**config.mk**
```make
export PLATFORM = sky130hd
export DESIGN_NAME = col_weight_accum
export DESIGN_NICKNAME = d
export VERILOG_FILES = /design/src/rtl/col_weight_accum.sv
export SDC_FILE = /design/constraint.sdc
export NUM_CORES = 1
export LEC_CHECK = 0
export CORE_MARGIN = 8
export CORE_UTILIZATION = 60
export CTS_BUF_LIST = sky130_fd_sc_hd__clkbuf_2
export CTS_CLUSTER_DIAMETER = 80
export CTS_CLUSTER_SIZE = 12
export DETAILED_ROUTE_END_ITERATION = 12
export PLACE_DENSITY = 0.92
export SYNTH_ARGS = -nofsm -noshare
export SYNTH_HDL_FRONTEND = slang
export SYNTH_SLANG_ARGS = --single-unit
```
**constraint.sdc**
```tcl
create_clock -name clk -period 11 [get_ports clk]
set_input_delay 2.75 -clock clk [delete_from_list [all_inputs] [get_ports clk]]
set_output_delay 2.75 -clock clk [all_outputs]
set_load 0.02 [all_outputs]
```
**src/rtl/col_weight_accum.sv**
```systemverilog
// Column-weighted accumulator. It takes one column popcount per valid beat,
// LSB column first, and forms sum(cnt_k * 2^k) over a packet of up to NCOL
// columns. When SIGNED is set, the closing column carries negative weight.
// One registered result is produced per packet, with no dead cycles between
// packets.
module col_weight_accum #(
  parameter int CNT_W  = 8,
  parameter int NCOL   = 16,
  parameter int SIGNED = 0,
  parameter int ACC_W  = CNT_W + NCOL,
  parameter int NC_W   = $clog2(NCOL + 1)
) (
  input  logic             clk,
  input  logic             rst,
  input  logic             in_valid,
  input  logic [CNT_W-1:0] in_cnt,
  input  logic             in_last,
  output logic             out_valid,
  output logic [ACC_W-1:0] out_sum,
  output logic [NC_W-1:0]  out_ncol,
  output logic             out_err
);

  localparam int IDX_W = (NCOL > 1) ? $clog2(NCOL) : 1;

  localparam logic [0:0] S_IDLE  = 1'b0;
  localparam logic [0:0] S_ACCUM = 1'b1;

  logic [0:0]       state;
  logic [ACC_W-1:0] acc;
  logic [IDX_W-1:0] idx;

  logic [IDX_W-1:0] idx_cur;
  logic [ACC_W-1:0] cnt_ext;
  logic [ACC_W-1:0] term;
  logic [ACC_W-1:0] sum_next;
  logic [NC_W-1:0]  ncol_next;
  logic             last_col;
  logic             closing;

  // Next-beat datapath. In IDLE the column index is 0 by definition.
  always_comb begin
    idx_cur   = (state == S_ACCUM) ? idx : '0;
    cnt_ext   = ACC_W'(in_cnt);
    term      = cnt_ext << idx_cur;
    last_col  = (idx_cur == IDX_W'(NCOL - 1));
    closing   = in_last | last_col;
    // The closing column is the MSB and takes negative weight in signed mode.
    sum_next  = (closing && (SIGNED != 0)) ? (acc - term) : (acc + term);
    ncol_next = NC_W'(idx_cur) + NC_W'(1);
  end

  // Accumulator/FSM and result registers. rst overrides any beat in the same cycle.
  always_ff @(posedge clk) begin
    if (rst) begin
      state     <= S_IDLE;
      acc       <= '0;
      idx       <= '0;
      out_valid <= 1'b0;
      out_sum   <= '0;
      out_ncol  <= '0;
      out_err   <= 1'b0;
    end else begin
      out_valid <= 1'b0;
      if (in_valid) begin
        if (closing) begin
          out_valid <= 1'b1;
          out_sum   <= sum_next;
          out_ncol  <= ncol_next;
          // The packet ran out of columns before in_last arrived.
          out_err   <= last_col & ~in_last;
          acc       <= '0;
          idx       <= '0;
          state     <= S_IDLE;
        end else begin
          acc       <= sum_next;
          idx       <= idx_cur + IDX_W'(1);
          state     <= S_ACCUM;
        end
      end
    end
  end

endmodule
```
After elaboration in Yosys (flattened, before gate mapping)
Cells that the tools add are included.
{"block": "word_totals", "reg_bits": 60}
{"block": "classes", "n_addsub": 3, "eq_ne": 1, "n_reduce_logical": 2, "n_bitwise": 4, "n_shift": 1, "n_mux": 5}
{"op": "$add A24 B24 Y24", "count": 1}
{"op": "$mux W24", "count": 1}
{"op": "$shl A8 B4 Y24", "count": 1}
{"op": "$mux W4", "count": 2}
{"op": "$add A4 B1 Y5 const B", "count": 1}
{"op": "$add A4 B1 Y4 const B", "count": 1}
{"op": "$eq A4 B4 Y1 const B", "count": 1}
{"op": "$mux W1", "count": 2}
{"op": "$not A1 Y1", "count": 2}
{"op": "$reduce_and A2 Y1", "count": 1}
{"op": "$reduce_or A2 Y1", "count": 1}
{"op": "$and A1 B1 Y1", "count": 1}
{"op": "$or A1 B1 Y1", "count": 1}

Longest topological paths before layout
Gate-level depths: netlist (run 1).
{"block": "depth", "ltp_word": 4, "mapped_depth": 17, "mapped_depth_nobuf": 15}

Worst setup path before layout (run 1)
OpenSTA, ideal clock, no wires.
{"block": "synth_path", "path_kind": "input port to flip-flop", "start": "in in_cnt[5]", "end": "reg acc[21]", "arrival_time_ns": 5.218, "path_stages": 14, "setup_time_ns": 0.120, "path_slack_ns": 5.662, "path_cell_list": "mux2_2 -> a22o_1 -> nand2_1 -> nor2_1 -> a21oi_1 -> o22ai_1 -> ha_1 -> buf_2 -> a21oi_1 -> o21ai_0 -> o31a_4 -> a221oi_4 -> xor2_1 -> o21ai_1"}
{"block": "synth_via", "elab_chain_cells": 3}
{"item": "from (decl)", "line_no": "16", "source": "input logic [CNT_W-1:0] in_cnt,"}
{"item": "$shl A8 B4 Y24", "line_no": "45", "source": "term = cnt_ext << idx_cur;"}
{"item": "$add A24 B24 Y24", "line_no": "49", "source": "sum_next = (closing && (SIGNED != 0)) ? (acc - term) : (acc + term);"}
{"item": "$mux W24", "line_no": "66", "source": "if (closing) begin"}
{"item": "to (signal assigned)", "line_no": "76", "source": "acc <= sum_next;"}
{"item": "to (decl)", "line_no": "30", "source": "logic [ACC_W-1:0] acc;"}
No other way between the ends.
A chain may end at the register's enable or synchronous reset.

Worst setup path in the final report (run 1)
{"block": "layout_path", "start": "in in_cnt[7]", "end": "reg out_sum[16]"}
{"block": "layout_via", "elab_chain_cells": 2}
{"item": "$shl A8 B4 Y24", "line_no": "45"}
{"item": "$add A24 B24 Y24", "line_no": "49"}
{"item": "to (signal assigned)", "line_no": "68", "source": "out_sum <= sum_next;"}
{"item": "to (decl)", "line_no": "19", "source": "output logic [ACC_W-1:0] out_sum,"}
No other way between the ends.

==> flow_summary_export.csv, run 1 <==
group,metric,value,unit
floorplan,die_h,96.82,um
yosys,syn_avg_cell_area,7.949,um^2
sta,final-setup-viol-count,0,
yosys,syn-num-nets,529,
placement,io_buffers,42,
yosys,synth-seq-cells,60,
finish,final_cell_area,4413,um^2
sta,drv_slew,0,
cts,cts.repair.resized,0,
worst_setup_path,worst_ep_arrival_time,6.13,ns
placement,globalplace.congestion,0.9352,
worst_setup_path,worstPathMaxFanout,7,
route,first_pass_iteration_count_of_the_detailed_router,5,
finish,finalNetCount,552,
yosys,post_synth_xor_area_fraction,0.04917,
worst_setup_path,timing_worst_setup_path_type,"input port to register",
cts,cts_setup_buffers,0,
global_routing,grt_first_pass_wirelength,17230,um
power_and_ir_drop,power-per-cell-area,95.16,nW/um^2
yosys,mux_contribution_to_synthesized_area,0.05013,
yosys,dominantRegCellSynth,"dfxtp_1",
run,max_cap_violations,0,
cts,htree_num_levels,3,
sta,fin_crit_sh,0.5183,
sta,post-route-min-period,5.702,ns
cts,ctsLongestPathBuffers,2,
finish,diodes,0,
run_status,outcome,"finished clean",
global_routing,number_of_global_route_vias_before_repair,3650,
sta,grt_setup_unrepaired,"no",
floorplan,core,6350,um^2
floorplan,io_pins,43,
sta,clock-skew-final,0.01208,ns
cts,num_cts_buffers,9,
cts,cts_tree,"done",
route,drt.antenna.violating_nets,0,
floorplan,chipWidth,96.82,um
yosys,synth_enable_flop_cells,0,
sta,achievable-frequency,175.4,MHz
power_and_ir_drop,power.total,0.4199,mW
sta,finalHoldViolCount,0,
worst_setup_path,critical-path-slowest-cell,"clkdlybuf4s50_1",
power_and_ir_drop,leakagePower,1.747,nW
yosys,synth_top_family_by_area,"compound AO/OA/AOI/OAI gates",
route,vias,3735,
global_routing,antenna_violations_before_repair,0,
global_routing,grt_overflow,0,
floorplan,dieArea,9373,um^2
cts,cts.sinks,60,
floorplan,core.rowCount,29,
worst_setup_path,path_cells,"clkdlybuf4s50_1 -> mux2_2 -> a22o_1 -> nand2_1 -> nor2_1 -> a21oi_1 -> o22ai_1 -> ha_1 -> o2111ai_1 -> nor2b_1 -> a211oi_2 -> o31ai_2 -> xor2_1 -> nand2_1 -> a21oi_1",
route,drc,0,
worst_setup_path,critPathTopFamily,"compound AO/OA/AOI/OAI gates",
sta,timing.hold.ws,0.4633,ns
worst_setup_path,crit_buf_inv,1,
worst_setup_path,setup.worst_path.end_class,"register",
yosys,post_synth_instance_area,3919,um^2
cts,clockRootBuffer,"clkbuf_2",
min_path,worstHoldPathType,"register to register",
global_routing,global_route.usage.total,0.2161,
yosys,synth-seq-area-share,0.3065,
cts,path_clk_slew,0.16,ns
sta,worst_pin_slew,1.059,ns
yosys,post_synth_fa_ha_maj_area_fraction,0.07854,
placement,postPlaceCellArea,4314,um^2
sta,max-slew-margin-rel,0.2931,
finish,drive_above_1_share,0.08077,
worst_setup_path,max_stage_delay,0.47,ns
route,vias_per_cell,6.256,
power_and_ir_drop,ir_worst_vdd,0.00007899,V
yosys,post_synth_num_cell_types,62,
finish,syn_to_final_growth,12.61,%
sta,tns,0,ns
placement,place.detailed.hpwl,7603,um
cts,clkLatencyLatePin,0.50,ns
cts,cts_hold_buffers,0,
worst_setup_path,timing.critical_path.required,11.42,ns
route,drt-initial-drc-count,232,
yosys,ys_warn_count,0,
floorplan,start_util,0.6171,
global_routing,pin_count_of_the_biggest_net_entering_global_routing,30,
yosys,yosys.area_share.simple,0.2292,
worst_setup_path,worst_setup_path_start_kind,"input port",
yosys,postSynthCellCount,493,
route,totalWireLength,10090,um
yosys,synth_compound_area_frac,0.2449,
route,routed_wire_length_per_instance,16.90,um
yosys,synthArstFlopShare,0,
[tightest hold or removal path: cells and delay by family (launching register included)]
family	cells	cell delay, ns
compound gates	1	0.05
simple gates	1	0.05
flops	1	0.34
[cell type report]
cell class / instances / area, um^2
clock buffers: 12 / 60.06
clock inverters: 3 / 38.79
fillers: 523 / 1937
inverters: 4 / 15.01
multi-input cells: 396 / 2559
flip-flops and latches: 60 / 1201
well taps: 77 / 96.34
repair buffers: 45 / 442.9
[sequential cells by signal (all words and copies together), names as in the netlist]
signal and count:
out_valid 1, acc 24, out_err 1, idx 4, state 1, out_sum 24, out_ncol 5
[path summary, 6_finish.rpt]
kind / from / to / slack (ns) / cells past startpoint
worst max-delay path: in_cnt[7] / out_sum[16] / 5.30 / 15
worst min-delay path: out_sum[12] / out_sum[12] / 0.46 / 2
worst max register to register: state / acc[22] / 6.82 / 12
worst min register to register: out_sum[12] / out_sum[12] / 0.46 / 2
[synth_stat cells (4+ instances only)]
| cell type | number | area [um^2] |
|---|---|---|
| buf_2 | 16 | 80.08 |
| nand3_1 | 18 | 90.09 |
| nand4_1 | 11 | 68.82 |
| xnor2_1 | 10 | 87.58 |
| o21ai_0 | 10 | 50.05 |
| nor3_1 | 6 | 30.03 |
| mux2i_1 | 5 | 50.05 |
| nor2_1 | 50 | 187.7 |
| a21o_1 | 9 | 67.56 |
| a22o_1 | 11 | 96.34 |
| ha_1 | 23 | 287.8 |
| a21oi_1 | 53 | 265.3 |
| mux4_2 | 5 | 112.6 |
| nand2_1 | 81 | 304.0 |
| o21ai_1 | 8 | 40.04 |
| and2_1 | 7 | 43.79 |
| dfxtp_1 | 60 | 1201 |
| clkbuf_1 | 13 | 48.80 |
| inv_1 | 4 | 15.01 |
| o22ai_1 | 5 | 31.28 |
| xor2_1 | 12 | 105.1 |
| a22oi_1 | 7 | 52.55 |
| a211oi_1 | 4 | 30.03 |
| nor2b_1 | 8 | 50.05 |
[metrics by stage]
| stage | std cells | util | setup WS, ns |
|---|---|---|---|
| after floorplan | 493 | - | 5.662 |
| after global placement | 582 | 0.6794 | 4.844 |
| after detailed placement | 582 | 0.6794 | 4.847 |
| after CTS | 597 | 0.6950 | 5.372 |
| after global routing | 597 | 0.6950 | 4.996 |
| final | 597 | 0.6950 | 5.298 |
[cell families after synthesis]
group,after synthesis
compound gates,140
xor+xnor,22
fa+ha+maj,24
buf+inv,37
flops,60
mux,13
simple gates,197
[layout by cell type (no fill, tap or decap), drive strengths merged, types with 3 or more instances in the layout]
master / count
clkbuf: 12
xnor2: 10
nor2b: 8
nand4: 11
a211oi: 6
buf: 3
nor3: 6
mux4: 5
nor2: 52
mux2i: 5
dfxtp: 60
a21o: 9
a21oi: 57
inv: 4
or4: 3
ha: 23
o21bai: 3
and2: 7
mux2: 3
nand2: 81
nand3: 18
o22ai: 5
a22o: 11
a22oi: 7
o21ai: 18
clkdlybuf4s50: 42
o21a: 3
xor2: 12
[report_power, final]
part / internal [mW] / switching (mW) / total (mW) / leakage [nW]
Sequential: 0.222 / 0.00393 / 0.226 / 0.486
Combinational: 0.0246 / 0.0370 / 0.0616 / 1.19
Clock: 0.0532 / 0.0789 / 0.132 / 0.0695
Total: 0.300 / 0.120 / 0.420 / 1.75
[routing by layer]
layer / vias up / wire (um) / GRT usage
li1: 1814 / - / -
met1: 1755 / 4436 / 0.2595
met2: 146 / 4774 / 0.3536
met3: 20 / 648 / 0.04836
met4: 0 / 228 / 0.1077
met5: - / 0 / 0
No activity file was read; power rests on OpenSTA's default activity.
==> run 2, diff against run 1 <==
--- a/config.mk
+++ b/config.mk
@@ -6,12 +6,12 @@
 export NUM_CORES = 1
 export LEC_CHECK = 0
 export CORE_MARGIN = 8
-export CORE_UTILIZATION = 60
+export CORE_UTILIZATION = 59
 export CTS_BUF_LIST = sky130_fd_sc_hd__clkbuf_2
 export CTS_CLUSTER_DIAMETER = 80
 export CTS_CLUSTER_SIZE = 12
 export DETAILED_ROUTE_END_ITERATION = 12
-export PLACE_DENSITY = 0.92
+export PLACE_DENSITY = 0.91
 export SYNTH_ARGS = -nofsm -noshare
 export SYNTH_HDL_FRONTEND = slang
 export SYNTH_SLANG_ARGS = --single-unit
==> constraint.sdc (replaced) <==
create_clock -name clk -period 5.3 [get_ports clk]
set_input_delay 1.325 -clock clk [delete_from_list [all_inputs] [get_ports clk]]
set_output_delay 1.325 -clock clk [all_outputs]
set_load 0.02 [all_outputs]
==> flow_summary_export.csv, run 2 (synthesis results as in run 1) <==
group,metric,value,unit
power_and_ir_drop,power-per-cell-area,191.0,nW/um^2
route,vias,3759,
cts,path_clk_slew,0.21,ns
cts,cts_tree,"done",
power_and_ir_drop,ir_worst_vdd,0.0001596,V
sta,drv_slew,0,
power_and_ir_drop,leakagePower,1.740,nW
sta,achievable-frequency,234.6,MHz
sta,post-route-min-period,4.263,ns
floorplan,core,6386,um^2
cts,cts.repair.resized,0,
finish,most_frequent_standard_cell_in_the_layout_excluding_fill_and_tap_cells,"nand2_1",
sta,grt_setup_unrepaired,"no",
sta,final-setup-viol-count,0,
sta,finalHoldViolCount,0,
worst_setup_path,reg2reg_depth,13,
global_routing,number_of_global_route_vias_before_repair,3628,
worst_setup_path,setup.worst_path.end_class,"register",
worst_setup_path,worst_ep_arrival_time,4.69,ns
global_routing,pin_count_of_the_biggest_net_entering_global_routing,38,
cts,clockRootBuffer,"clkbuf_2",
power_and_ir_drop,seqPwrFrac,0.558,
global_routing,global_route.usage.total,0.2139,
floorplan,chipWidth,97.50,um
route,drc,0,
sta,clock-skew-final,0.04664,ns
route,routed_wire_length_per_instance,17.19,um
global_routing,grt_overflow,0,
placement,globalplace.congestion,0.9842,
min_path,worstHoldPathType,"register to register",
power_and_ir_drop,power_spent_charging_and_discharging_nets,0.2704,mW
floorplan,io_pins,43,
placement,io_buffers,42,
worst_setup_path,timing_worst_setup_path_type,"input port to register",
power_and_ir_drop,p_int,0.5721,mW
cts,num_cts_buffers,9,
cts,cts_hold_buffers,0,
finish,syn_to_final_growth,12.55,%
worst_setup_path,worstPathMaxFanout,5,
sta,worst_pin_slew,0.9553,ns
floorplan,die_h,97.50,um
run_status,outcome,"finished clean",
cts,clkLatencyLatePin,0.50,ns
finish,finish.utilization,0.6906,
cts,cts.sinks,60,
finish,largest_registers_in_the_final_layout,"acc: 24 flops, out_sum: 24 flops, out_ncol: 5 flops",
min_path,worst_hold_startpoint,"out_sum[9]",
cts,cts_setup_buffers,0,
route,drt-initial-drc-count,263,
worst_setup_path,r2r-end,"out_sum[20]",
power_and_ir_drop,power.combinational.fraction,0.154,
sta,max-slew-margin-rel,0.3582,
finish,layout_common_cells,"nand2_1, dfxtp_1, a21oi_1",
cts,ctsLongestPathBuffers,2,
power_and_ir_drop,sw_frac_of_total,0.3209,
sta,fin_crit_sh,0.8043,
floorplan,start_util,0.6136,
finish,drive_above_1_share,0.08621,
cts,htree_num_levels,3,
finish,num-fill-cells,509,
min_path,worst_hold_path.num_cells,2,
floorplan,core.rowCount,29,
worst_setup_path,worst_setup_path_start_kind,"input port",
power_and_ir_drop,clock_power_frac,0.288,
worst_setup_path,regToRegSetupSlack,1.05,ns
route,first_pass_iteration_count_of_the_detailed_router,6,
worst_setup_path,timing.critical_path.required,5.73,ns
placement,place.detailed.hpwl,7666,um
worst_setup_path,crit-reg2reg-launch,"state",
route,totalWireLength,10300,um
global_routing,antenna_violations_before_repair,0,
route,drt.antenna.violating_nets,0,
route,vias_per_cell,6.275,
run,max_cap_violations,0,
finish,diodes,0,
finish,finalNetCount,553,
floorplan,dieArea,9506,um^2
sta,tns,0,ns
global_routing,grt_first_pass_wirelength,17120,um
min_path,hold-path-endpoint,"out_sum[9]",
run 2: critical path, stage by stage:
cell and delay, ns:
clkdlybuf4s50_1 0.49, mux4_2 0.53, nand3b_1 0.10, o21ai_0 0.07, and2_1 0.20, ha_1 0.35
o2111ai_1 0.38, nor2b_1 0.10, a211oi_2 0.42, o31ai_2 0.18, a21oi_2 0.26, mux2i_1 0.21
nand2_1 0.06
run 2: how the worst max path moves through the flow:
stage | depth (start not counted) | start | to | slack (ns)
4_1_cts | 13 | in_cnt[0] | out_sum[20] | 1.07
6_report | 13 | in_cnt[1] | out_sum[20] | 1.04
3_5_place_dp | 13 | in_cnt[0] | out_sum[20] | 0.51
2_1_floorplan | 14 | in_cnt[5] | acc[21] | 1.39
5_1_grt | 12 | state | out_sum[16] | 0.80
3_3_place_gp | 13 | in_cnt[0] | out_sum[20] | 0.52
run 2: layout make-up:
class / count / area, um^2 / area share
inverter: 4 / 15.01 / 0.003404
timing repair buffer: 46 / 450.4 / 0.1021
multi-input combinational: 396 / 2559 / 0.5801
tap: 77 / 96.34 / 0.02184
clock inverter: 7 / 43.79 / 0.009929
sequential: 60 / 1201 / 0.2723
clock buffer: 9 / 45.04 / 0.01021
run 2: metal layers:
layer	vias to the layer above	wire [um]	part of all wire	track usage
met5	-	0	0	0
met4	0	193	0.019	0.06993
met3	18	791	0.077	0.05548
met2	167	4838	0.47	0.3523
met1	1746	4474	0.43	0.2632
li1	1828	-	-	-
run 2: power by group through the flow:
stage,sequential (mW),clock (mW),combinational (mW)
floorplan,0.482,0,0.0810
global placement,0.478,0,0.124
detailed placement,0.479,0,0.128
CTS,0.470,0.244,0.129
global route,0.472,0.263,0.142
finish,0.470,0.243,0.130
run 2: through the flow:
step / setup slack [ns] / cell area [um^2] / power [mW] / hold slack [ns] / instances
final: 1.037 / 4410 / 0.8424 / 0.4637 / 599
after global routing: 0.8018 / 4410 / 0.8759 / 0.4774 / 599
after CTS: 1.075 / 4410 / 0.8420 / 0.4655 / 599
after detailed placement: 0.5091 / 4322 / 0.6069 / 0.4453 / 583
after global placement: 0.5194 / 4322 / 0.6028 / 0.4426 / 583
after floorplan: 1.387 / 3919 / 0.5631 / 0.4315 / 493
